===== src/rtl/clockworks_pkg.sv =====
// Shared constants for the board-level clock and reset generator.
package clockworks_pkg;

  // Board defaults: ~2^24 division of the oscillator and a 16-cycle reset stretch.
  localparam int unsigned SLOW_DEFAULT         = 24;
  localparam int unsigned RESET_CYCLES_DEFAULT = 16;

  // Width of a down-counter that must hold the value `cycles`.
  function automatic int unsigned stretch_width(input int unsigned cycles);
    return $clog2(cycles + 1);
  endfunction

endpackage


===== src/rtl/clockworks_reset_stretch.sv =====
// Push-button reset conditioning in the slow clock domain: two-flop
// synchronizer, stretch counter and a registered reset output.
module clockworks_reset_stretch
  import clockworks_pkg::*;
#(
  parameter int unsigned RESET_CYCLES = RESET_CYCLES_DEFAULT
) (
  input  logic clk_i,
  input  logic button_i,
  output logic reset_o
);

  localparam int unsigned      CW       = stretch_width(RESET_CYCLES);
  localparam logic [CW-1:0]    CNT_LOAD = CW'(RESET_CYCLES);

  // NOTE: this block creates the reset, so it cannot use one; power-up state
  // comes from declaration initializers, which become FPGA flop init values.
  logic          s0_q  = 1'b0;
  logic          s1_q  = 1'b0;
  logic [CW-1:0] cnt_q = CNT_LOAD;
  logic          r_q   = 1'b1;

  logic [CW-1:0] cnt_d;
  logic          r_d;

  // Stretch counter reloads while the synchronized button is held and
  // counts down to zero after release; reset is held while either is active.
  always_comb begin
    // NOTE: every combinational output gets a default first so no path
    // through the if/else can infer a latch.
    cnt_d = cnt_q;
    if (s1_q) begin
      cnt_d = CNT_LOAD;
    end else if (cnt_q != '0) begin
      cnt_d = cnt_q - CW'(1);
    end
    r_d = s1_q | (cnt_q != '0);
  end

  // Synchronizer, counter and output register, all on the slow clock.
  always_ff @(posedge clk_i) begin
    // NOTE: non-blocking assignments so every flop samples pre-edge values;
    // s1_q must see the old s0_q for the synchronizer to have two stages.
    s0_q  <= button_i;
    s1_q  <= s0_q;
    cnt_q <= cnt_d;
    r_q   <= r_d;
  end

  assign reset_o = r_q;

endmodule


===== src/rtl/clockworks.sv =====
// Board-level clock and reset generator: divides the oscillator CLK by
// 2^SLOW into the system clock and derives a clean, stretched reset from the
// RESET push-button, synchronous to the generated clock.
module clockworks
  import clockworks_pkg::*;
#(
  parameter int unsigned SLOW         = SLOW_DEFAULT,
  parameter int unsigned RESET_CYCLES = RESET_CYCLES_DEFAULT
) (
  input  logic CLK,
  input  logic RESET,
  output logic clk,
  output logic reset
);

  generate
    if (SLOW == 0) begin : g_passthrough
      assign clk = CLK;
    end else begin : g_divider
      // Never reset, so the system clock keeps running while reset is high.
      logic [SLOW-1:0] div_q = '0;
      logic [SLOW-1:0] div_d;

      // Free-running increment; wraps naturally at 2^SLOW.
      always_comb div_d = div_q + SLOW'(1);

      // Divider register on the board oscillator.
      always_ff @(posedge CLK) div_q <= div_d;

      // MSB gives a 50% duty clock with period 2^SLOW oscillator cycles.
      assign clk = div_q[SLOW-1];
    end
  endgenerate

  clockworks_reset_stretch #(
    .RESET_CYCLES(RESET_CYCLES)
  ) u_reset_stretch (
    .clk_i   (clk),
    .button_i(RESET),
    .reset_o (reset)
  );

endmodule


===== config.mk =====
export PLATFORM = sky130hd
export DESIGN_NAME = clockworks
export DESIGN_NICKNAME = d
export VERILOG_FILES = /design/src/rtl/clockworks_pkg.sv /design/src/rtl/clockworks_reset_stretch.sv /design/src/rtl/clockworks.sv
export SDC_FILE = /design/constraint.sdc
export NUM_CORES = 1
export LEC_CHECK = 0
export CORE_MARGIN = 10
export CORE_UTILIZATION = 55
export CTS_BUF_LIST = sky130_fd_sc_hd__clkbuf_8
export CTS_CLUSTER_DIAMETER = 150
export CTS_CLUSTER_SIZE = 16
export DETAILED_ROUTE_END_ITERATION = 6
export PLACE_DENSITY = 0.83
export RECOVER_POWER = 25
export SETUP_SLACK_MARGIN = 0.15
export SYNTH_ARGS = -nofsm -noshare
export SYNTH_HDL_FRONTEND = slang
export SYNTH_SLANG_ARGS = --single-unit

===== constraint.sdc =====
create_clock -name CLK -period 3.5 [get_ports CLK]
set_input_delay 0.7 -clock CLK [delete_from_list [all_inputs] [get_ports CLK]]
set_output_delay 0.7 -clock CLK [all_outputs]
set_load 0.005 [all_outputs]

==> flow_summary_export.csv, run 1 <==
group,metric,value,unit
die,start_util,59.0,%
min_path,worstHoldStart,"g_divider.div_q[0]",
power,power_density,348,mW/mm^2
route,vias,752,
timing,finalHoldViolations,0,
timing,untimed_endpoints,9,
worst_setup_path,worstPathRequired,2.80,ns
cts,postCtsHoldBufs,0,
power,vdd_drop_max,0.317,mV
worst_setup_path,slowest_stage,"clkdlybuf4s50_1",
die,rows,16,
placement,hpwl,1250,um
yosys,synth.avg_cell_area,10.7,um^2
finish,postLayoutCellArea,0.00131,mm^2
die,fp.coreArea,0.00202,mm^2
worst_setup_path,r2r_setup_slack,1.85,ns
placement,gp_congestion,0.706,
worst_setup_path,path_cells,"clkdlybuf4s50_1",
yosys,synth.area.mux_share,0,%
timing,timing.hold.ws,0.401,ns
timing,post-route-min-period,2.02,ns
yosys,synth_compound_area_share,1.15,%
placement,placed_area,0.00126,mm^2
yosys,synth.cell_area,0.00119,mm^2
worst_setup_path,cp_top_family,"buffers and inverters",
timing,min_period_over_period,57.6,%
timing,fmax,0.496,GHz
worst_setup_path,critPathCaptureType,"output port",
cts,cts_tree,"built",
power,seqPwrFrac,59.7,%
power,p_sw,83.0,uW
worst_setup_path,critical_path.max_stage_delay,0.56,ns
yosys,synth.distinct_cells,24,
yosys,syn_nets,117,
cts,path_clk_slew,0.08,ns
worst_setup_path,worstSetupStartpoint,"g_divider.div_q[23]",
worst_setup_path,path_class,"register to output port",
worst_setup_path,path_buf_inv,1,
yosys,synth_adder_area_share,3.14,%
grt,grt_first_pass_wirelength,3090,um
timing,skew,0.00711,ns
outcome,outcome,"completed",
placement,portBuffers,3,
timing,fin_ws,1.48,ns
cts,cts_resized,0,
timing,setup_viol,0,
grt,grt_max_degree,14,
grt,antenna_found_initial,0,
timing,rsz0062_at_grt,"no",
yosys,synth_top_family_by_area,"simple AND/OR/NAND/NOR gates",
die,dieArea,0.00443,mm^2
power,internal_power,374,uW
cts,cts-htree-levels,1,
power,clockPowerShare,40.1,%
yosys,ys_ff_latch,32,
route,drc,0,
cts,cts_buffers,3,
yosys,ys.flop_type,"dfxtp_1",
flow_run,maxCapViolations,0,
finish,post-route-util,64.9,%
cts,clk_latency,0.26,ns
timing,fin_tns_setup,0,ns
cts,cts_setup_buffers,0,
route,drt_iter0_drc,16,
timing,max_slew.worst_pin.slew,1.04,ns
route,antenna_left,0,
worst_setup_path,arrival,1.32,ns
placement,post-place-ws,1.76,ns
power,combPwrFrac,0.3,%
power,leakagePower,0.490,nW
timing,slew_viol_final,0,
yosys,synthSimpleGateAreaFrac,22.1,%
grt,grt.total_usage,8.62,%
route,vias_per_cell,5.15,
finish,fin_nets,125,
finish,drive_above_1_share,6.72,%
route,firstDrtPassIters,4,
worst_setup_path,start_kind,"register",
worst_setup_path,reg2reg_from,"g_divider.div_q[3]",
yosys,synth_edf_count,0,
route,wire_per_inst,11.9,um
finish,layout_common_cells,"dfxtp_1 (32), xnor2_1 (18), nor2_1 (8)",
yosys,synthXorXnorAreaFrac,18.3,%
finish,num_antenna_cells,0,
yosys,ys_warn_count,0,
die,ios,4,
finish,layout_commonest_cell,"dfxtp_1",
worst_setup_path,crit_path_max_fanout,10,
finish,syn2layout_area_growth,9.96,%
yosys,yosysSeqAreaShare,53.7,%
timing,slew_headroom,30.0,%
grt,grt_overflow,0,
cts,cts-root-buf,"clkbuf_8",
timing,unclocked_regs,8,
yosys,async_reset_ff_share,0,%
min_path,hold_path.class,"register to register",
grt,first_global_vias,787,
yosys,synth_cells,112,
power,p_sw_share,18.2,%
die,die_h,66.6,um
die,die_x,66.6,um
cts,clk_path_buf_depth,2,
route,routed_wl,1730,um
metal layers:
metal	track usage [%]	vias to the layer above	share of wire, %
li1	-	390	-
met4	2.36	0	0.40
met1	8.35	349	43
met2	16.4	11	52
met3	3.34	2	4.6
met5	0	-	0
power groups by stage:
stage	registers, mW	logic, mW	clock network, mW
after global routing	0.273	0.00125	0.199
final	0.273	0.00115	0.183
after detailed placement	0.279	0.00117	0
after floorplan	0.279	0.000000190	0
after CTS	0.273	0.00120	0.188
after global placement	0.279	0.00110	0
worst paths after layout:
path | to | cells after the start
worst max register to register | g_divider.div_q[22] | 4
worst min register to register | g_divider.div_q[0] | 1
worst max-delay path | clk | 1
worst min-delay path | g_divider.div_q[0] | 1
sequential cells by signal (all words and copies together), names as in the netlist:
signal                   flops
g_divider.div_q             24
u_reset_stretch.reset_o      1
u_reset_stretch.s1_q         1
u_reset_stretch.cnt_q        5
u_reset_stretch.s0_q         1
stage by stage:
step           power (mW)  std cells
2_1_floorplan       0.279        112
6_report            0.457        146
4_1_cts             0.462        146
3_3_place_gp        0.280        142
5_1_grt             0.473        146
3_5_place_dp        0.280        142
synth_stat cells (all sizes together), types with 2 or more instances:
cell | number | area share, %
nand3 | 6 | 2.5
nor2 | 8 | 2.5
inv | 5 | 1.6
xor2 | 7 | 5.1
nor3 | 7 | 3.4
xnor2 | 18 | 13
nand2 | 7 | 2.2
ha | 3 | 3.1
and4 | 2 | 1.5
nand4 | 6 | 4.4
dfxtp | 32 | 54
cell families (layout without fill, tap and decap cells):
| group | after synthesis | in the layout |
|---|---|---|
| AO/OA/AOI/OAI | 2 | 2 |
| XOR/XNOR | 25 | 25 |
| adder cells (fa/ha/maj) | 3 | 3 |
| buffers and inverters | 5 | 12 |
| flip-flops | 32 | 32 |
| AND/OR/NAND/NOR | 45 | 45 |
worst register-to-register path, cell delays in order (launching register included):
cell	delay (ns)
dfxtp_1	0.44
nand4_4	0.16
nor4_1	0.60
nor2b_1	0.24
xnor2_1	0.14
layout make-up:
type | count | area (um^2)
timing repair buffer | 3 | 30.0
fill | 168 | 709
clock buffer | 4 | 55.1
sequential | 32 | 641
multi-input combinational | 75 | 534
inverter | 5 | 18.8
tap | 27 | 33.8
Power figures use the tool's default switching activity.
==> inputs of run 2 (changes only) <==
PLACE_DENSITY = 0.86   (was 0.83)
clock period = 1.8 ns   (was 3.5 ns; I/O delays follow)
==> run 2 against run 1 <==
  * Sequential cell count is the same
  * Power up 82%
  * Core utilization is 0.50 points higher
  * Setup slack got worse by 1.3 ns
  * Largest cell class unchanged
  * Largest power group unchanged
  * Count of clock-buffer cells in the layout down 1
  * Global-route usage rose by 0.38 points
  * Wire length fell by 2.4%
  * Highest routed layer unchanged
==> flow_summary_export.csv, run 2 (synthesis results as in run 1) <==
group,metric,value,unit
outcome,outcome,"completed",
worst_setup_path,crit_path_max_fanout,5,
grt,grt_first_pass_wirelength,3130,um
power,power_density,630,mW/mm^2
cts,cts_tree,"built",
worst_setup_path,critPathCaptureType,"register",
cts,clk_path_buf_depth,2,
min_path,worstHoldStart,"g_divider.div_q[0]",
route,vias_per_cell,5.11,
die,rows,16,
placement,portBuffers,3,
worst_setup_path,arrival,1.77,ns
route,wire_per_inst,11.4,um
power,leakagePower,0.500,nW
timing,skew,0.00161,ns
finish,post-route-util,65.4,%
grt,met2_usage,13.7,%
timing,min_period_over_period,90.0,%
worst_setup_path,start_kind,"register",
placement,post-place-ws,0.215,ns
worst_setup_path,critical_path.max_stage_delay,0.62,ns
cts,cts-htree-levels,1,
die,die_x,66.6,um
worst_setup_path,cp_top_family,"simple AND/OR/NAND/NOR gates",
die,die_h,66.6,um
worst_setup_path,worstPathRequired,1.95,ns
grt,grt_max_degree,13,
timing,rsz0062_at_grt,"no",
finish,drive_above_1_share,9.09,%
grt,grt_overflow,0,
grt,use_met1,10.5,%
grt,top_usage_layer,"met2",
grt,use_met3,3.68,%
flow_run,maxCapViolations,0,
cts,cts_setup_buffers,0,
finish,reg_top3,"g_divider.div_q: 24 flops, u_reset_stretch.cnt_q: 5 flops",
min_path,hold_path.class,"register to register",
power,finalPower,834,uW
finish,layout_commonest_cell,"dfxtp_1",
timing,setup_viol,0,
finish,num_antenna_cells,0,
finish,fin_nets,128,
worst_setup_path,reg2reg_from,"g_divider.div_q[2]",
route,antenna_left,0,
timing,fin_tns_setup,0,ns
die,fp.coreArea,0.00202,mm^2
grt,antenna_found_initial,0,
timing,max_slew.worst_pin.slew,0.985,ns
timing,slew_viol_final,0,
route,routed_wl,1690,um
timing,finalHoldViolations,0,
cts,cts-root-buf,"clkbuf_8",
grt,grt.total_usage,9.00,%
finish,largest_register_ff_count,24,
worst_setup_path,path_cells,"nand3_1 -> or4_4 -> nand2b_1 -> xnor2_1",
die,ios,4,
timing,post-route-min-period,1.62,ns
worst_setup_path,path_buf_inv,0,
placement,gp_congestion,0.776,
timing,fin_ws,0.180,ns
route,drc,0,
worst_setup_path,path_class,"register to register",
finish,top_register,"g_divider.div_q",
power,vdd_drop_max,0.502,mV
cts,clk_latency,0.26,ns
worst_setup_path,slowest_stage,"or4_4",
die,start_util,59.0,%
finish,layout_common_cells,"dfxtp_1 (31), xnor2_1 (18), nor2_1 (8)",
grt,first_global_vias,732,
placement,hpwl,1300,um
route,drt_iter0_drc,19,
cts,path_clk_slew,0.07,ns
timing,unclocked_regs,8,
finish,syn2layout_area_growth,10.8,%
die,dieArea,0.00443,mm^2
cts,cts_buffers,3,
route,vias,757,
route,firstDrtPassIters,4,
timing,slew_headroom,33.4,%
worst_setup_path,worstSetupStartpoint,"g_divider.div_q[2]",
timing,untimed_endpoints,9,
timing,fmax,0.617,GHz
-- run 2: worst paths after layout --
kind | endpoint | slack [ns] | cells after the start
worst max-delay path | g_divider.div_q[19] | 0.18 | 4
worst min register to register | g_divider.div_q[0] | 0.41 | 1
worst max register to register | g_divider.div_q[19] | 0.18 | 4
worst min-delay path | g_divider.div_q[0] | 0.41 | 1
-- run 2: where the power goes --
part | internal (mW) | leakage [nW] | switching, mW | total (mW)
logic | 0.00189 | 0.218 | 0.000429 | 0.00232
clock network | 0.149 | 0.0216 | 0.151 | 0.301
registers | 0.531 | 0.261 | 0 | 0.531
-- run 2: metal layers --
layer  part of all wire (%)  up-vias  routed length [um]
li1                       -      393                   -
met1                     44      350                 752
met2                     49        9                 824
met3                    4.7        5                  79
met4                    2.1        0                  36
met5                      0        -                   0
-- run 2: per-stage QoR --
stage / hold slack, ns / instance area (um^2) / std cells
finish: 0.413 / 1320 / 148
global route: 0.432 / 1320 / 148
CTS: 0.412 / 1320 / 148
detailed placement: 0.393 / 1280 / 145
global placement: 0.386 / 1280 / 145
floorplan: 0.370 / 1190 / 112
-- run 2: area by class of cell --
class                      count  area (um^2)
fill                         162          699
timing repair buffer           6         52.6
tap                           27         33.8
inverter                       5         18.8
clock buffer                   3         41.3
multi-input combinational     75          534
sequential                    32          642
-- run 2: what timing repair did --
action / in CTS / in global routing
setup endpoints to repair: 0 / 2
hold buffers: 0 / 0
gates resized for setup: 0 / 2
